File: src/rtl/riscv_pkg.sv
// riscv_pkg: shared parcel type and instruction-length constants for the fetch aligner
package riscv_pkg;
  typedef logic [15:0] parcel_t;
  localparam logic [1:0] OPC_FULL = 2'b11;
  localparam int PARCEL_BYTES = 2;
endpackage

File: src/rtl/riscv_falign_buf.sv
// riscv_falign_buf: circular parcel buffer with 0/1/2-parcel push and pop, exposing two head entries
module riscv_falign_buf
  import riscv_pkg::*;
#(
  parameter int DEPTH = 4,
  localparam int PW = $clog2(DEPTH),
  localparam int CW = PW + 1
) (
  input  logic          clk,
  input  logic          rst_n,
  input  logic          flush,
  input  logic [1:0]    push_n,
  input  parcel_t       push_d0,
  input  parcel_t       push_d1,
  input  logic [1:0]    pop_n,
  output parcel_t       head0,
  output parcel_t       head1,
  output logic [CW-1:0] count
);
  parcel_t mem [DEPTH];
  logic [PW-1:0] rd, wr;
  assign head0 = mem[rd];
  assign head1 = mem[rd + PW'(1)];
  // pointer and occupancy bookkeeping; flush empties the buffer and wins over push/pop
  always_ff @(posedge clk or negedge rst_n)
    if (!rst_n) begin
      rd    <= '0;
      wr    <= '0;
      count <= '0;
    end else if (flush) begin
      rd    <= '0;
      wr    <= '0;
      count <= '0;
    end else begin
      rd    <= rd + PW'(pop_n);
      wr    <= wr + PW'(push_n);
      count <= count + CW'(push_n) - CW'(pop_n);
    end
  // parcel storage; contents are meaningless until counted, so no reset is needed
  always_ff @(posedge clk) begin
    if (!flush && push_n != 2'd0) mem[wr] <= push_d0;
    if (!flush && push_n == 2'd2) mem[wr + PW'(1)] <= push_d1;
  end
endmodule

File: src/rtl/riscv_falign.sv
// riscv_falign: splits fetch words into parcels and reassembles RV64IMC instructions with PC
module riscv_falign
  import riscv_pkg::*;
#(
  parameter int               width   = 64,
  parameter int               DEPTH   = 4,
  parameter logic [width-1:0] RESETPC = '0
) (
  input  logic             i_riscv_falign_clk,
  input  logic             i_riscv_falign_rst,
  input  logic             i_riscv_falign_wvalid,
  input  logic [31:0]      i_riscv_falign_wdata,
  output logic             o_riscv_falign_wready,
  input  logic             i_riscv_falign_flush,
  input  logic [width-1:0] i_riscv_falign_target,
  output logic             o_riscv_falign_ivalid,
  input  logic             i_riscv_falign_iready,
  output logic [31:0]      o_riscv_falign_inst,
  output logic [width-1:0] o_riscv_falign_pc,
  output logic             o_riscv_falign_compressed
);
  localparam int CW = $clog2(DEPTH) + 1;
  logic [width-1:0] head_pc;
  logic             skip, c, push, pop;
  logic [1:0]       push_n, pop_n;
  logic [CW-1:0]    count;
  parcel_t          head0, head1;

  riscv_falign_buf #(.DEPTH(DEPTH)) u_buf (
    .clk     (i_riscv_falign_clk),
    .rst_n   (i_riscv_falign_rst),
    .flush   (i_riscv_falign_flush),
    .push_n  (push_n),
    .push_d0 (skip ? i_riscv_falign_wdata[31:16] : i_riscv_falign_wdata[15:0]),
    .push_d1 (i_riscv_falign_wdata[31:16]),
    .pop_n   (pop_n),
    .head0   (head0),
    .head1   (head1),
    .count   (count)
  );

  // head decode, handshakes and parcel counts; outputs are gated to zero when nothing is presented
  always_comb begin
    c                         = head0[1:0] != OPC_FULL;
    o_riscv_falign_ivalid     = (count != '0 && c) || (count >= CW'(2) && !c);
    o_riscv_falign_wready     = (count <= CW'(DEPTH - 2)) || (skip && count < CW'(DEPTH));
    o_riscv_falign_inst       = !o_riscv_falign_ivalid ? 32'h0 : c ? {16'h0, head0} : {head1, head0};
    o_riscv_falign_compressed = o_riscv_falign_ivalid && c;
    o_riscv_falign_pc         = head_pc;
    push                      = i_riscv_falign_wvalid && o_riscv_falign_wready && !i_riscv_falign_flush;
    pop                       = o_riscv_falign_ivalid && i_riscv_falign_iready && !i_riscv_falign_flush;
    push_n                    = !push ? 2'd0 : skip ? 2'd1 : 2'd2;
    pop_n                     = !pop ? 2'd0 : c ? 2'd1 : 2'd2;
  end

  // head PC advance and redirect; skip drops the low parcel of the first word after a mid-word target
  always_ff @(posedge i_riscv_falign_clk or negedge i_riscv_falign_rst)
    if (!i_riscv_falign_rst) begin
      head_pc <= RESETPC;
      skip    <= 1'b0;
    end else if (i_riscv_falign_flush) begin
      head_pc <= i_riscv_falign_target;
      skip    <= i_riscv_falign_target[1];
    end else begin
      if (pop) head_pc <= head_pc + (c ? width'(PARCEL_BYTES) : width'(2 * PARCEL_BYTES));
      if (push) skip <= 1'b0;
    end
endmodule

File: config.mk
export PLATFORM = sky130hd
export DESIGN_NAME = riscv_falign
export DESIGN_NICKNAME = d
export VERILOG_FILES = /design/src/rtl/riscv_pkg.sv /design/src/rtl/riscv_falign_buf.sv /design/src/rtl/riscv_falign.sv
export SDC_FILE = /design/constraint.sdc
export NUM_CORES = 1
export LEC_CHECK = 0
export ABC_CLOCK_PERIOD_IN_PS = 4350
export BUFFER_PORTS_ARGS = -buffer_cell sky130_fd_sc_hd__clkbuf_2
export CAP_MARGIN = 5
export CORE_ASPECT_RATIO = 0.8
export CORE_MARGIN = 5
export CORE_UTILIZATION = 50
export CTS_BUF_LIST = sky130_fd_sc_hd__clkbuf_8
export DETAILED_ROUTE_END_ITERATION = 10
export PLACE_DENSITY_LB_ADDON = 0.25
export SLEW_MARGIN = 20
export SYNTH_ARGS = -nofsm -noshare
export SYNTH_HDL_FRONTEND = slang
export SYNTH_SLANG_ARGS = --single-unit
File: constraint.sdc
create_clock -name i_riscv_falign_clk -period 4.35 [get_ports i_riscv_falign_clk]
set_clock_uncertainty 0.05 [all_clocks]
set_input_delay 0 -clock i_riscv_falign_clk [delete_from_list [all_inputs] [get_ports i_riscv_falign_clk]]
set_output_delay 0 -clock i_riscv_falign_clk [all_outputs]
set_load 0.01 [all_outputs]
; Word level (Yosys, flattened, before mapping)
; Memories as Yosys holds them, arrays and structs flattened.
; Cells that the tools add are included.
[word_totals]
ff_bits = 72
mem_bits_rw = 64
input_bits = 101
output_inout_bits = 99
n_memories = 1
[classes]
n_addsub = 7
magnitude_cmp = 3
n_eq_ne = 2
muxes = 19
reduce_logical = 18
[mem_list]
columns = name, words, word_bits, rd, rd_clocked_by_memory_dff, write_ports, line
row1 = u_buf.mem, 4, 16, 2, 0, 2, riscv_falign_buf.sv:20  ; parcel_t mem [DEPTH];
[ops]
columns = cell, n
row1 = two-way mux 64 bit, 2
row2 = adder 64 x 3 -> 64 bit, 1
row3 = two-way mux 32 bit, 2
row4 = two-way mux 16 bit, 1
row5 = two-way mux 2 bit, 6
row6 = logical AND 1 bit, 10
row7 = two-way mux 1 bit, 6
row8 = two-way mux 3 bit, 2
row9 = nonzero test 2 bit, 3
row10 = adder 2 x 1 -> 2 bit (second input constant), 2
row11 = adder 2 bit, 2
row12 = adder 3 x 2 -> 3 bit, 1
row13 = greater-or-equal comparator 3 x 2 -> 1 bit (second input constant), 1
row14 = less-or-equal comparator 3 x 2 -> 1 bit (second input constant), 1
row15 = less-than comparator 3 bit (second input constant), 1
row16 = nonzero test 3 bit, 1
row17 = subtractor 3 x 2 -> 3 bit, 1
row18 = equality test 2 bit (second input constant), 1
row19 = logical NOT 1 bit, 2
row20 = logical OR 1 bit, 2
row21 = != test 2 bit (second input constant), 1

; Depth between registers and ports, before layout
[depth]
word_depth = 10
ltp_mapped = 14
ltp_nobuf = 11

; Modules after synthesis
; From an unflattened synthesis, not the netlist that was laid out.
[unflattened]
hier_cells = 758
area_unflattened_um2 = 8577.0
[by_module_without_submodules]
columns = mod, n_inst, cells_per_inst, area_each_um2
row1 = riscv_falign, 1, 536, 4534.3
row2 = riscv_falign_buf, 1, 222, 4042.6

; Worst setup path before layout
; OpenSTA, ideal clock, no wires.
[synth_timing]
path_kind = reg-to-reg
startpoint = reg u_buf.rd[0]
endpoint = reg u_buf.count[2]
arrival_time_ns = 3.329
t_required_ns = 4.168
setup_slack_ns = 0.839
stages_incl_launch_ff = 13
path_buffers = 3
period_less_slack_ns = 3.511
cell_sequence = dfrtp_1 buf_2 mux4_2 and2_1 clkbuf_1 o21ai_0 clkbuf_1 nor2_1 fa_1 fa_1 xnor2_1 xnor2_1 nor2_1
[synth_between]
elab_chain_cells = 10
elab_cells_between_ends = 12
classes_between = add/sub (1) / eq/ne (1) / mux (3) / reduce/logical (6) / memory (1)
[synth_lines]
columns = element, line
row1 = from (decl), riscv_falign_buf.sv:21  ; logic [PW-1:0] rd, wr;
row2 = from (signal assigned), riscv_falign_buf.sv:35  ; rd <= rd + PW'(pop_n);
row3 = memory read (4 x 16 bit) (*), -
row4 = != test 2 bit (*), riscv_falign.sv:44  ; c = head0[1:0] != OPC_FULL;
row5 = logical NOT 1 bit, riscv_falign.sv:45  ; o_riscv_falign_ivalid = (count != '0 && c) || (count >= CW'(2) && !c);
row6 = logical AND 1 bit, riscv_falign.sv:45
row7 = logical OR 1 bit, riscv_falign.sv:45
row8 = logical AND 1 bit (2 in a row), riscv_falign.sv:51  ; pop = o_riscv_falign_ivalid && i_riscv_falign_iready && !i_riscv_falign_flush;
row9 = two-way mux 2 bit (*), riscv_falign.sv:53  ; pop_n = !pop ? 2'd0 : c ? 2'd1 : 2'd2;
row10 = subtractor 3 x 2 -> 3 bit (*), riscv_falign_buf.sv:37  ; count <= count + CW'(push_n) - CW'(pop_n);
row11 = two-way mux 3 bit (*), riscv_falign_buf.sv:30  ; end else if (flush) begin
row12 = to (signal assigned), riscv_falign_buf.sv:37
row13 = to (decl), riscv_falign_buf.sv:18  ; output logic [CW-1:0] count
; Every way passes the cells marked *; elsewhere a longest branch is shown, timed or not.
; A chain may end at the register's enable or synchronous reset.

; Worst setup path in the final report
[layout_timing]
startpoint = reg u_buf.rd[1]
endpoint = reg head_pc[63] (netlist: o_riscv_falign_pc[63])
[layout_between]
elab_chain_cells = 8
elab_cells_between_ends = 13
classes_between = add/sub (1) / eq/ne (1) / mux (3) / reduce/logical (7) / memory (1)
[layout_lines]
columns = element, line
row1 = memory read (4 x 16 bit) (*), -
row2 = != test 2 bit (*), riscv_falign.sv:44
row3 = branches (longest 6 deep; another with adder 64 x 3 -> 64 bit), -
row4 = to (signal assigned), riscv_falign.sv:62  ; head_pc <= i_riscv_falign_target;
row5 = to (signal assigned), riscv_falign.sv:65  ; if (pop) head_pc <= head_pc + (c ? width'(PARCEL_BYTES) : width'(2 * PARCEL_BYTES));
row6 = to (decl), riscv_falign.sv:23  ; logic [width-1:0] head_pc;
; Every way passes the cells marked *. The select of a mux whose other input is x is not followed.

==> results.toml <==
[status]
status = "finished, final reports clean"

[hold_path]
class_of_the_worst_hold_path = "in -> async"

[layout]
drive_gt1_frac = 0.386
area_growth_pct = 33.1
post_layout_instance_area_sq_um = 10800
instances_no_fill = 1214
antenna_cells_inserted = 0
utilization = 0.681
layout_commonest_cell = "clkbuf_2"
net_count_final = 1096
mostFrequentLayoutCells = "clkbuf_2, dlygate4sd3_1, mux2_2"

[synthesis]
synth.net_count = 791
yosysUniqueCellTypes = 41
synth.yosys.warnings = 0
synth_top_area_frac = 0.237
synth.ff_latch_count = 136
synth_top_area_cell = "edfxtp_1"
postSynthAreaPerCell_sq_um = 11.9
seq_area_frac_synth = 0.459
synth_area_leaders = "edfxtp_1, dfrtp_1, mux2_2"
synthesis.area_sq_um = 8110
post_synth_inst_count = 683

[clock_network]
clock_tree.buffer_depth = 2
clock_tree.htree_level_count = 4
clock_sinks = 136
clkSlewWorstSetupHoldPaths_ns = 0.07
post_cts_resized = 0
worst_skew_pair.late_latency_ns = 0.44
cts_setup_buffers = 0
tritoncts_clock_tree = "done"
postCtsHoldBufs = 115
tritoncts.num_buffers = 17
clock_tree.root_cell = "clkbuf_8"

[job]
drv_cap = 0

[floorplan]
effective_utilization_at_floorplan = 0.511
floorplan.rows = 41
die_h_um = 124
ios = 200
core_area_sq_um = 15900
dieWidth_um = 152
die_area_sq_um = 18900

[worst_setup_path]
worst_path_max_delay_cell = "mux4_2"
cp_cell_sequence = "mux4_2, and2_1, inv_1, ha_1, fa_1, inv_1, nor3_1, o2111ai_4, nor4_1, xor2_1, mux2_2"
critical_path_arrival_ns = 4.21
setup.worst_path.start_class = "flip-flop"
worst-r2r-setup-slack_ns = 0.42
path_common_cell = "inv_1"
crit_buf_inv = 2
highest_fanout_seen_on_the_critical_path = 23
setup.worst_path.class = "reg -> reg"
critical_path.top_delay_family = "simple AND/OR/NAND/NOR gates"
critical_path_required_ns = 4.63
setup.worst_path.end_class = "flip-flop"
slowest_delay_ns = 0.58

[drt]
detail_route.wirelength_um = 22200
mean_routed_wirelength_per_cell_um = 18.2
route.vias.total = 6630
avgViaCountPerCell = 5.46
drc_violation_total_after_the_first_tritonroute_iteration = 450
dr.pass1.iters = 5
ant_nets = 0
drc = 0

[global_routing]
groute.usage.overall = 0.237
grt_overflow_total = 0
grt_pass1_vias = 6871
first_pass_grt_wire_length_um = 35700
grt_max_degree = 113
antenna_found_initial = 0

[timing]
setup-tns-final_ns = 0
hold_slack_ns = 0.165
remaining_max_slew_budget_at_the_tightest_pin = 0.339
timing.final.crit_share = 0.903
setup_viol = 0
period_minus_slack_ns = 3.93
max_slew.worst_pin.slew_ns = 0.990
setup_slack_ns = 0.423
timing.final.max_slew_violations = 0
maxClockFrequency_mhz = 255
hold_viol_final = 0
rsz0062_at_grt = "false"

[pwr]
share_comb_of_total_power = 0.369
power.internal_mw = 2.65
vdd.ir_drop.worst_v = 0.000259
p_sw_mw = 1.31
power-per-cell-area_nw_per_um2 = 366
totalPowerFinal_mw = 3.95
static-leakage-power_nw = 4.27
sw_frac_of_total = 0.330
seqPwrFrac = 0.408
clkPwrFrac = 0.223

[placement]
finalWeightedCongestion = 0.881
cell_area_after_placement_sq_um = 9310
post-place-cells = 1069
detailedPlacementHpwl_um = 14700
io_buffers = 199
pre_cts_slack_ns = 0.470
-- per-layer routing --
metal	track usage	up-vias	wire, um
li1	-	3105	-
met1	0.309	3269	9500
met2	0.401	226	11000
met3	0.0566	30	1300
met4	0.0696	0	371
met5	0	-	0
-- logic make-up after synthesis --
family,synth area share
xor+xnor,0.0724
mux,0.212
flops,0.459
buf+inv,0.0306
compound gates,0.0424
simple gates,0.170
fa+ha+maj,0.0136
-- worst reg2reg max path: cells and delay by family, from the launching register on --
| family | cells | cell delay [ns] |
|---|---|---|
| AND/OR/NAND/NOR | 3 | 1.16 |
| flip-flops | 1 | 0.41 |
| buffers and inverters | 2 | 0.19 |
| XOR/XNOR | 1 | 0.12 |
| multiplexers | 2 | 0.85 |
| adder cells (fa/ha/maj) | 2 | 0.48 |
| AO/OA/AOI/OAI | 1 | 0.54 |
-- final timing paths --
| check | start | endpoint | cells after the start |
|---|---|---|---|
| min reg2reg | o_riscv_falign_pc[0] | o_riscv_falign_pc[0] | 1 |
| max reg2reg | u_buf.rd[1] | o_riscv_falign_pc[63] | 11 |
| min | i_riscv_falign_rst | o_riscv_falign_pc[40] | 2 |
| max in group asynchronous | i_riscv_falign_rst | u_buf.rd[0] | 2 |
| max | u_buf.rd[1] | o_riscv_falign_pc[63] | 11 |
| min in group i_riscv_falign_clk | i_riscv_falign_iready | u_buf.count[0] | 6 |
-- flip-flops by register name, summed over array words and instances (netlist names) --
signal	cells
o_riscv_falign_pc	64
u_buf.rd	2
u_buf.count	3
skip	1
u_buf.mem	64
u_buf.wr	2
-- synthesized netlist by cell type, drive strengths merged --
cell type,n
nor3,22
mux4,32
and2b,1
mux2,86
nand3,24
xnor2,48
or2,1
and3,7
a31oi,2
nor2,24
or4b,1
nand2b,4
nand2,67
or3,1
o2111ai,2
clkbuf,23
inv,16
xor2,19
fa,3
nor4,29
o21ai,47
and4,7
buf,17
nand3b,1
a21oi,5
mux2i,3
nand4bb,1
a21o,1
ha,4
nand4,11
dfrtp,72
nor2b,20
and2,18
edfxtp,64
-- final cells by class --
type / count / area [sq um]
Tap cell: 215 / 269
Inverter: 16 / 60.1
Multi-Input combinational cell: 491 / 4170
Clock inverter: 9 / 38.8
Clock buffer: 21 / 289
Timing Repair Buffer: 326 / 2250
Sequential cell: 136 / 3720
Fill cell: 1154 / 5060
-- power by group through the flow --
stage	combinational (mW)	clock [mW]	sequential, mW
6_report	1.46	0.880	1.61
5_1_grt	1.59	0.948	1.63
4_1_cts	1.47	0.901	1.61
3_5_place_dp	1.37	0	1.64
3_3_place_gp	1.34	0	1.63
2_1_floorplan	0.906	0	1.62
No activity file was read; power rests on OpenSTA's default activity.
